## config.mk

```make
export PLATFORM = sky130hd
export DESIGN_NAME = pid_mac_seq_flat
export DESIGN_NICKNAME = d
export VERILOG_FILES = /design/src/rtl/pid_mac_seq_if.sv /design/src/rtl/pid_mac_seq.sv /design/src/flat_wrapper.sv
export SDC_FILE = /design/constraint.sdc
export NUM_CORES = 1
export LEC_CHECK = 0
export ABC_AREA = 1
export CELL_PAD_IN_SITES_DETAIL_PLACEMENT = 1
export CELL_PAD_IN_SITES_GLOBAL_PLACEMENT = 1
export CORE_MARGIN = 10
export CORE_UTILIZATION = 44
export DETAILED_ROUTE_END_ITERATION = 10
export GPL_ROUTABILITY_DRIVEN = 0
export PLACE_DENSITY = 0.82
export SLEW_MARGIN = 20
export SYNTH_ARGS = -nofsm -noshare
export SYNTH_HDL_FRONTEND = slang
export SYNTH_SLANG_ARGS = --single-unit
```

## constraint.sdc

```tcl
create_clock -name clk -period 6.8 [get_ports clk]
set_input_delay 1.7 -clock clk [delete_from_list [all_inputs] [get_ports clk]]
set_output_delay 1.7 -clock clk [all_outputs]
set_load 0.05 [all_outputs]
```

## src/rtl/pid_mac_seq_if.sv

```systemverilog
// rtl/pid_mac_seq_if.sv - control, operand and result bundle for the time-shared PID multiply-accumulate
interface pid_mac_seq_if #(
   parameter int ADC_WIDTH = 13,
   parameter int SUM_WIDTH = 3*ADC_WIDTH+1
);
   logic                        act_ctl;
   logic                        sum_en;
   logic        [ADC_WIDTH-1:0] k_p;
   logic        [ADC_WIDTH-1:0] k_i;
   logic        [ADC_WIDTH-1:0] k_d;
   logic signed [ADC_WIDTH-1:0] proportional;
   logic signed [ADC_WIDTH-1:0] integral;
   logic signed [ADC_WIDTH-1:0] derivative;
   logic signed [SUM_WIDTH-1:0] sum;
   logic                        sum_rdy;
   logic                        busy;
   logic                        overrun;

   modport master (
      output act_ctl, sum_en, k_p, k_i, k_d, proportional, integral, derivative,
      input  sum, sum_rdy, busy, overrun
   );

   modport slave (
      input  act_ctl, sum_en, k_p, k_i, k_d, proportional, integral, derivative,
      output sum, sum_rdy, busy, overrun
   );
endinterface

```

## src/rtl/pid_mac_seq.sv

```systemverilog
// rtl/pid_mac_seq.sv - PID sum k_p*p + k_i*i + k_d*d using one shared multiplier over a 6-cycle sequence
// Each product is registered and folded into the accumulator one state later.
module pid_mac_seq #(
   parameter int ADC_WIDTH = 13,
   parameter int SUM_WIDTH = 3*ADC_WIDTH+1
) (
   input  logic          clk,
   input  logic          n_rst,
   pid_mac_seq_if.slave  bus
);
   localparam int PW = 2*ADC_WIDTH+1;

   typedef enum logic [2:0] {IDLE, MUL_P, MUL_I, MUL_D, ACC, DONE} state_e;

   state_e                      state_q, state_d;
   logic        [ADC_WIDTH-1:0] kp_q, kp_d, ki_q, ki_d, kd_q, kd_d;
   logic signed [ADC_WIDTH-1:0] ep_q, ep_d, ei_q, ei_d, ed_q, ed_d;
   logic signed [PW-1:0]        prod_q, prod_d;
   logic signed [SUM_WIDTH-1:0] acc_q, acc_d, sum_q, sum_d;
   logic                        sum_rdy_q, sum_rdy_d;
   logic                        overrun_q, overrun_d;

   logic signed [ADC_WIDTH:0]   mul_a;
   logic signed [ADC_WIDTH-1:0] mul_b;
   logic signed [PW-1:0]        mul_p;
   logic signed [SUM_WIDTH-1:0] prod_ext;

   // Operand select for the single multiplier; gains gain a zero sign bit.
   always_comb begin
      mul_a = signed'({1'b0, kp_q});
      mul_b = ep_q;
      case (state_q)
         MUL_I: begin
            mul_a = signed'({1'b0, ki_q});
            mul_b = ei_q;
         end
         MUL_D: begin
            mul_a = signed'({1'b0, kd_q});
            mul_b = ed_q;
         end
         default: ;
      endcase
      mul_p    = PW'(mul_a) * PW'(mul_b);
      prod_ext = SUM_WIDTH'(prod_q);
   end

   always_comb begin
      state_d   = state_q;
      kp_d      = kp_q;
      ki_d      = ki_q;
      kd_d      = kd_q;
      ep_d      = ep_q;
      ei_d      = ei_q;
      ed_d      = ed_q;
      prod_d    = prod_q;
      acc_d     = acc_q;
      sum_d     = sum_q;
      sum_rdy_d = 1'b0;
      overrun_d = overrun_q;

      // Losing act_ctl wins over everything, including a pending start.
      if (!bus.act_ctl) begin
         state_d = IDLE;
         sum_d   = '0;
         acc_d   = '0;
      end else begin
         if (state_q != IDLE && bus.sum_en) begin
            overrun_d = 1'b1;
         end
         case (state_q)
            IDLE: begin
               if (bus.sum_en) begin
                  kp_d    = bus.k_p;
                  ki_d    = bus.k_i;
                  kd_d    = bus.k_d;
                  ep_d    = bus.proportional;
                  ei_d    = bus.integral;
                  ed_d    = bus.derivative;
                  acc_d   = '0;
                  state_d = MUL_P;
               end
            end
            MUL_P: begin
               prod_d  = mul_p;
               state_d = MUL_I;
            end
            MUL_I: begin
               prod_d  = mul_p;
               acc_d   = acc_q + prod_ext;
               state_d = MUL_D;
            end
            MUL_D: begin
               prod_d  = mul_p;
               acc_d   = acc_q + prod_ext;
               state_d = ACC;
            end
            ACC: begin
               acc_d   = acc_q + prod_ext;
               state_d = DONE;
            end
            DONE: begin
               sum_d     = acc_q;
               sum_rdy_d = 1'b1;
               state_d   = IDLE;
            end
            default: state_d = IDLE;
         endcase
      end
   end

   always_ff @(posedge clk) begin
      if (!n_rst) begin
         state_q   <= IDLE;
         kp_q      <= '0;
         ki_q      <= '0;
         kd_q      <= '0;
         ep_q      <= '0;
         ei_q      <= '0;
         ed_q      <= '0;
         prod_q    <= '0;
         acc_q     <= '0;
         sum_q     <= '0;
         sum_rdy_q <= 1'b0;
         overrun_q <= 1'b0;
      end else begin
         state_q   <= state_d;
         kp_q      <= kp_d;
         ki_q      <= ki_d;
         kd_q      <= kd_d;
         ep_q      <= ep_d;
         ei_q      <= ei_d;
         ed_q      <= ed_d;
         prod_q    <= prod_d;
         acc_q     <= acc_d;
         sum_q     <= sum_d;
         sum_rdy_q <= sum_rdy_d;
         overrun_q <= overrun_d;
      end
   end

   assign bus.sum     = sum_q;
   assign bus.sum_rdy = sum_rdy_q;
   assign bus.busy    = (state_q != IDLE);
   assign bus.overrun = overrun_q;
endmodule

```

## src/flat_wrapper.sv

```systemverilog
// flat-port wrapper written by rule: the top's interface ports become plain ports
module pid_mac_seq_flat 
#(
   parameter int ADC_WIDTH = 13,
   parameter int SUM_WIDTH = 3*ADC_WIDTH+1
)
  (clk, n_rst, bus_act_ctl, bus_sum_en, bus_k_p, bus_k_i, bus_k_d, bus_proportional, bus_integral, bus_derivative, bus_sum, bus_sum_rdy, bus_busy, bus_overrun);
  pid_mac_seq_if #(.ADC_WIDTH(ADC_WIDTH), .SUM_WIDTH(SUM_WIDTH)) bus_i ();
  input  logic clk;
  input  logic n_rst;
  input wire logic [$bits(bus_i.act_ctl)-1:0] bus_act_ctl;
  input wire logic [$bits(bus_i.sum_en)-1:0] bus_sum_en;
  input wire logic [$bits(bus_i.k_p)-1:0] bus_k_p;
  input wire logic [$bits(bus_i.k_i)-1:0] bus_k_i;
  input wire logic [$bits(bus_i.k_d)-1:0] bus_k_d;
  input wire logic [$bits(bus_i.proportional)-1:0] bus_proportional;
  input wire logic [$bits(bus_i.integral)-1:0] bus_integral;
  input wire logic [$bits(bus_i.derivative)-1:0] bus_derivative;
  output wire logic [$bits(bus_i.sum)-1:0] bus_sum;
  output wire logic [$bits(bus_i.sum_rdy)-1:0] bus_sum_rdy;
  output wire logic [$bits(bus_i.busy)-1:0] bus_busy;
  output wire logic [$bits(bus_i.overrun)-1:0] bus_overrun;
  assign bus_i.act_ctl = bus_act_ctl;
  assign bus_i.sum_en = bus_sum_en;
  assign bus_i.k_p = bus_k_p;
  assign bus_i.k_i = bus_k_i;
  assign bus_i.k_d = bus_k_d;
  assign bus_i.proportional = bus_proportional;
  assign bus_i.integral = bus_integral;
  assign bus_i.derivative = bus_derivative;
  assign bus_sum = bus_i.sum;
  assign bus_sum_rdy = bus_i.sum_rdy;
  assign bus_busy = bus_i.busy;
  assign bus_overrun = bus_i.overrun;
  pid_mac_seq #(.ADC_WIDTH(ADC_WIDTH), .SUM_WIDTH(SUM_WIDTH)) u_core (.clk(clk), .n_rst(n_rst), .bus(bus_i));
endmodule
```

==> results.cfg, run 1 <==
[synth]
syn_area_um2 = 15800
synth_nets = 2600
synth_top_area_share = 0.240
synth_commonest_cells = 492 x nand2_1, 378 x inv_1, 302 x nor2_1, 204 x a21oi_1, 190 x dfxtp_1
synth_seq_cells = 190
avgSynthCellArea_um2 = 7.01
ys_top_cells_by_area = dfxtp_1 24%, fa_1 15%, nand2_1 12%
yosys.cell_types.count = 40
synthFlopType = dfxtp_1
yosysMostFrequentCell = nand2_1
synth_edf_count = 0
async_flop_share = 0
synth_top_cell_by_area = dfxtp_1
ys_seq_area_frac = 0.240
synth_cells = 2260
yosys_warnings = 0

[clock_tree]
cts_max_level = 4
insertion_delay_ps = 460
cts_tree = built
cts_max_path_buffers = 2
cts-buffers-inserted = 17
root_buffer = clkbuf_16
cts_sinks = 190
clk_pin_slew_ps = 80

[sta]
finClkSkew_ps = 13.2
drv_slew = 0
relSlewSlack = 0.357
rsz0062_at_grt = no
setup_viol = 0
finalWorstPathRequiredPeriod_ps = 6370
hold_violations = 0
fin_tns_setup_ps = 0
fmax_mhz = 157
post-route-period-util = 0.937
tightest_slew_ps = 963

[worst_setup_path]
path_buf_inv = 6
reg2regPathDepth = 25
cp_max_fo = 26
slowest_stage = fa_1
critPathTopFamily = adder cells
crit_cells = 25
crit_path_start_kind = register
path_class = reg2reg
crit_path_end_kind = register
arrival_ps = 6730
crit_required_ps = 7150
path_common_cell = fa_1
slowest_delay_ps = 570

[layout]
multi_input_area_um2 = 10300
drive_above_1_share = 0.0500
nets = 2708
nFillCells = 4637
n_antenna_cell = 0
area_growth_pct = 15.3
seqCellArea_um2 = 3800

[floorplan]
die_width_um = 210
rows = 69
start_util = 0.445
die_h_um = 210
die-area_um2 = 44000
coreArea_um2 = 35600
ios = 125

[global_route]
grt_pass1_vias = 16400
grt_pass1_wl_um = 85400
grt_usage = 0.240
grt_max_degree = 127
gr-total-overflow = 0
antenna_found_initial = 0

[route]
vias = 15100
routed_wl_um = 53200
drc_errors = 0
vias_per_cell = 5.33
drtPass1Iterations = 5
wl_per_cell_um = 18.7
drtIter0Drc = 769
final_antenna_net_count = 0

[run_status]
outcome = finished clean

[flow_run]
max_cap_viol_count = 0

[worst_hold_path]
whs_path_depth = 2
min_path_type = reg2reg

[placed_design]
portBuffers = 124
dp_hpwl_um = 43000

[pwr]
ir_drop_uv = 176
leakagePower_nw = 8.98
powerDensity_nw_per_um2 = 143
power.total_mw = 2.62
==> path summary, 6_finish.rpt <==
path,startpoint,end,slack [ps]
setup / recovery,u_core.state_q[0]$_SDFFE_PN0P_,u_core.prod_q[17]$_SDFFE_PN0P_,430
hold / removal,u_core.kd_q[5]$_SDFFE_PN0P_,u_core.kd_q[5]$_SDFFE_PN0P_,460
setup reg to reg,u_core.state_q[0]$_SDFFE_PN0P_,u_core.prod_q[17]$_SDFFE_PN0P_,430
hold reg to reg,u_core.kd_q[5]$_SDFFE_PN0P_,u_core.kd_q[5]$_SDFFE_PN0P_,460
==> flip-flops by register name, indices dropped and copies added (netlist names) <==
register / count
u_core.ed_q: 13
u_core.kp_q: 13
u_core.prod_q: 27
u_core.bus.sum_rdy: 1
u_core.ei_q: 13
u_core.ep_q: 13
u_core.bus.overrun: 1
u_core.acc_q: 40
u_core.bus.sum: 40
u_core.state_q: 3
u_core.ki_q: 13
u_core.kd_q: 13
==> logic make-up after synthesis <==
| family | share of synthesized area |
|---|---|
| adder cells (fa/ha/maj) | 0.262 |
| buffers and inverters | 0.112 |
| AO/OA/AOI/OAI | 0.144 |
| flip-flops | 0.240 |
| AND/OR/NAND/NOR | 0.234 |
| XOR/XNOR | 0.00774 |
==> repair_timing <==
action / in CTS / in global routing
buffers inserted: 0 / 9
hold buffers: 0 / 0
resized for setup: 0 / 13
hold endpoints to repair: 0 / 0
setup endpoints to repair: 0 / 10
==> per-stage QoR <==
stage	hold slack, ps	util	area [um2]	setup WS (ps)	instances
after floorplan	430	-	15800	973	2260
after global placement	442	0.493	17500	435	2800
after detailed placement	452	0.493	17500	201	2800
after CTS	463	0.509	18100	146	2832
after global routing	487	0.513	18300	73.9	2842
final	461	0.513	18300	426	2842
==> tightest hold or removal path: cells and delay by family, from the launching register on <==
| kind | cells | cell delay, ps |
|---|---|---|
| AOI/OAI and AO/OA | 1 | 60 |
| DFF | 1 | 300 |
| buffers and inverters | 1 | 60 |
==> cells in the final DEF, fill, tap and decap left out, types with 3 or more instances in the layout <==
master	Yosys	routed
a211oi_1	4	4
a21oi_1	204	203
a21oi_2	12	12
a21oi_4	9	10
buf_4	4	30
clkbuf_16	0	17
clkdlybuf4s50_1	0	123
clkinv_8	0	3
clkinvlp_4	0	5
dfxtp_1	190	189
fa_1	122	122
ha_1	136	136
inv_1	378	376
inv_2	7	8
inv_6	0	4
nand2_1	492	490
nand2_2	2	3
nand3_1	108	108
nand3b_1	4	4
nand4_1	5	5
nor2_1	302	300
nor3_1	7	6
o21ai_0	137	136
o21ai_1	3	4
o21bai_1	5	5
o22ai_1	27	26
or2_2	7	7
xnor2_1	7	7
xor2_1	7	7
==> layer usage <==
layer  part of all wire  track usage
met1               0.40        0.261
met2               0.54        0.457
met3              0.030       0.0318
met4              0.034       0.0925
met5                  0            0
==> report_power, final <==
| part | total [mW] | switching (mW) | internal [mW] | leakage [nW] |
|---|---|---|---|---|
| Clock | 1.01 | 0.520 | 0.490 | 0.281 |
| Combinational | 0.430 | 0.269 | 0.161 | 7.15 |
| Sequential | 1.18 | 0.0248 | 1.15 | 1.55 |
==> cell type report <==
cell class,instances,share of cell area
flip-flops and latches,190,0.208
inverters,389,0.0811
well taps,461,0.0316
repair buffers,157,0.0828
clock buffers,18,0.0235
multi-input cells,1613,0.564
clock inverters,14,0.00816
Note: power is estimated with default switching activity, not from simulation.
==> run 2, diff against run 1 <==
Settings changed: ABC_AREA 1 to default, ABC_CLOCK_PERIOD_IN_PS from default to 6800, CORE_UTILIZATION 44 to 45, CTS_CLUSTER_SIZE from default to 25.
==> run 2 against run 1 <==
Worst hold slack lost 7.6 ps. Power decreased by 0.74%. Clock power grew 7%. Highest routed layer unchanged. Count of clock-buffer cells in the layout is 1 higher. Critical path depth is 2 higher. Largest power group unchanged.
==> results.cfg, run 2 <==
[worst_setup_path]
crit_path_end_kind = register
critPathTopFamily = adder cells
path_class = reg2reg
path_buf_inv = 7
cp_max_fo = 13
path_common_cell = fa_1
reg2regPathDepth = 27
crit_required_ps = 7160
slowest_stage = fa_1
arrival_ps = 6930
crit_cells = 27
crit_path_start_kind = register
slowest_delay_ps = 540

[route]
vias_per_cell = 5.44
drtIter0Drc = 625
final_antenna_net_count = 0
vias = 13200
drtPass1Iterations = 7
drc_errors = 0
routed_wl_um = 45400
wl_per_cell_um = 18.7

[synth]
async_flop_share = 0
syn_area_um2 = 15100
synth_top_cell_by_area = dfxtp_1
ys_top_cells_by_area = dfxtp_1 25%, fa_1 16%, ha_1 11%
synth_commonest_cells = 422 x nand2_1, 190 x dfxtp_1, 156 x inv_1, 136 x ha_1, 132 x nor2_1
synth_cells = 1854
synth_nets = 2194
yosys_warnings = 0
synth_seq_cells = 190
avgSynthCellArea_um2 = 8.16
yosysMostFrequentCell = nand2_1
synth_top_area_share = 0.251
synth_edf_count = 0
synthFlopType = dfxtp_1
ys_seq_area_frac = 0.251
yosys.cell_types.count = 67

[sta]
setup_viol = 0
rsz0062_at_grt = yes
drv_slew = 0
tightest_slew_ps = 1040
post-route-period-util = 0.966
holdWs_ps = 454
hold_violations = 0
finalWorstPathRequiredPeriod_ps = 6570
finClkSkew_ps = 19.6
fin_tns_setup_ps = 0
relSlewSlack = 0.308
fmax_mhz = 152
worst_slack_ps = 231

[floorplan]
coreArea_um2 = 33400
die-area_um2 = 41300
die_width_um = 203
die_h_um = 203
ios = 125
rows = 67
start_util = 0.453

[layout]
area_growth_pct = 17.8
drive_above_1_share = 0.0667
n_antenna_cell = 0
final_common_cell = nand2_1
nets = 2305
final_cell_mix = 421 x nand2_1, 189 x dfxtp_1, 156 x inv_1, 135 x ha_1, 131 x nor2_1

[global_route]
grt_max_degree = 115
grt_pass1_wl_um = 73200
grt_usage = 0.218
gr-total-overflow = 0
grt_busiest_layer = met2
grt_util_met2 = 0.385
use_met1 = 0.256
use_met3 = 0.0424
grt_pass1_vias = 14200
antenna_found_initial = 0

[worst_hold_path]
whs_path_depth = 2
min_path_type = reg2reg

[clock_tree]
cts_max_level = 4
cts_sinks = 190
root_buffer = clkbuf_16
hold_buffers = 0
clk_pin_slew_ps = 80
cts_max_path_buffers = 2
cts-buffers-inserted = 17
insertion_delay_ps = 470
cts_tree = built

[pwr]
leakagePower_nw = 7.86
power.total_mw = 2.60
ir_drop_uv = 188
powerDensity_nw_per_um2 = 146

[placed_design]
portBuffers = 124
pre_cts_ws_ps = -182
dp_hpwl_um = 35400

[flow_run]
max_cap_viol_count = 0

[run_status]
outcome = finished clean
-- run 2: changes by cell type in the layout (fill, tap and decap cells not counted), moves of 22 or more --
cell and change:
a21boi_0 +70, nor2_1 -169, a21o_1 +29, inv_1 -220, buf_4 +29, mux2i_1 +28
xnor2_1 +22, o22ai_1 -26, a21oi_1 -110, and2_1 +22, nand2_1 -69, nand3_1 -99
o21ai_0 -83
-- run 2: kinds of logic after synthesis --
group,Yosys count,share of synthesized area
flops,190,0.251
xor+xnor,45,0.0261
mux,31,0.0206
compound gates,405,0.176
fa+ha+maj,258,0.274
simple gates,673,0.189
buf+inv,252,0.0625
-- run 2: per-layer routing --
metal,part of all wire,wire [um]
met4,0.031,1390
met2,0.49,22400
met1,0.43,19600
met3,0.043,1970
met5,0,0
-- run 2: report_power, final --
group          switching [mW]  internal [mW]
clock                   0.491          0.590
combinational           0.211          0.153
sequential             0.0157           1.14
total                   0.718           1.88
-- run 2: area by class of cell --
type | count | area [um2]
flip-flops and latches | 190 | 3810
fillers | 4039 | 15500
inverters | 156 | 586
multi-input cells | 1412 | 10500
well taps | 448 | 561
clock inverters | 13 | 183
repair buffers | 188 | 1770
clock buffers | 19 | 433
-- run 2: path summary, 6_finish.rpt --
kind                                                      start                               to  slack, ps
worst max-delay path             u_core.state_q[0]$_SDFFE_PN0P_   u_core.prod_q[22]$_SDFFE_PN0P_        230
worst min-delay path            u_core.bus.sum[30]$_SDFFE_PN0P_  u_core.bus.sum[30]$_SDFFE_PN0P_        450
worst max register to register   u_core.state_q[0]$_SDFFE_PN0P_   u_core.prod_q[22]$_SDFFE_PN0P_        230
worst min register to register  u_core.bus.sum[30]$_SDFFE_PN0P_  u_core.bus.sum[30]$_SDFFE_PN0P_        450
-- run 2: stage by stage --
stage          utilization  instance area [um2]  cells
2_1_floorplan            -                15100   1854
3_3_place_gp         0.510                17000   2386
3_5_place_dp         0.510                17000   2386
4_1_cts              0.530                17700   2418
5_1_grt              0.534                17800   2426
6_report             0.534                17800   2426
-- run 2: worst register-to-register path, stage by stage (launching register included) --
cell and delay (ps):
dfxtp_4 400, buf_12 180, mux2i_4 300, nor2_1 100, a21oi_2 140, buf_6 170
nor2_1 70, fa_1 540, inv_1 50, fa_1 490, inv_1 70, fa_1 500
fa_1 460, fa_1 520, inv_1 60, fa_1 500, inv_1 50, ha_2 370
nand4_1 130, nor3_2 150, nor2_1 100, a31oi_2 220, o221ai_2 160, buf_4 160
o21bai_1 180, xnor2_1 140, o21ai_0 90, and2_1 190
-- run 2: repair_timing --
item                                    4_1_cts  5_1_grt
gates resized for setup                       7       20
gates cloned                                  0        1
pin swaps                                     0        2
endpoints found under the setup margin        7       11
setup buffers                                 0        7
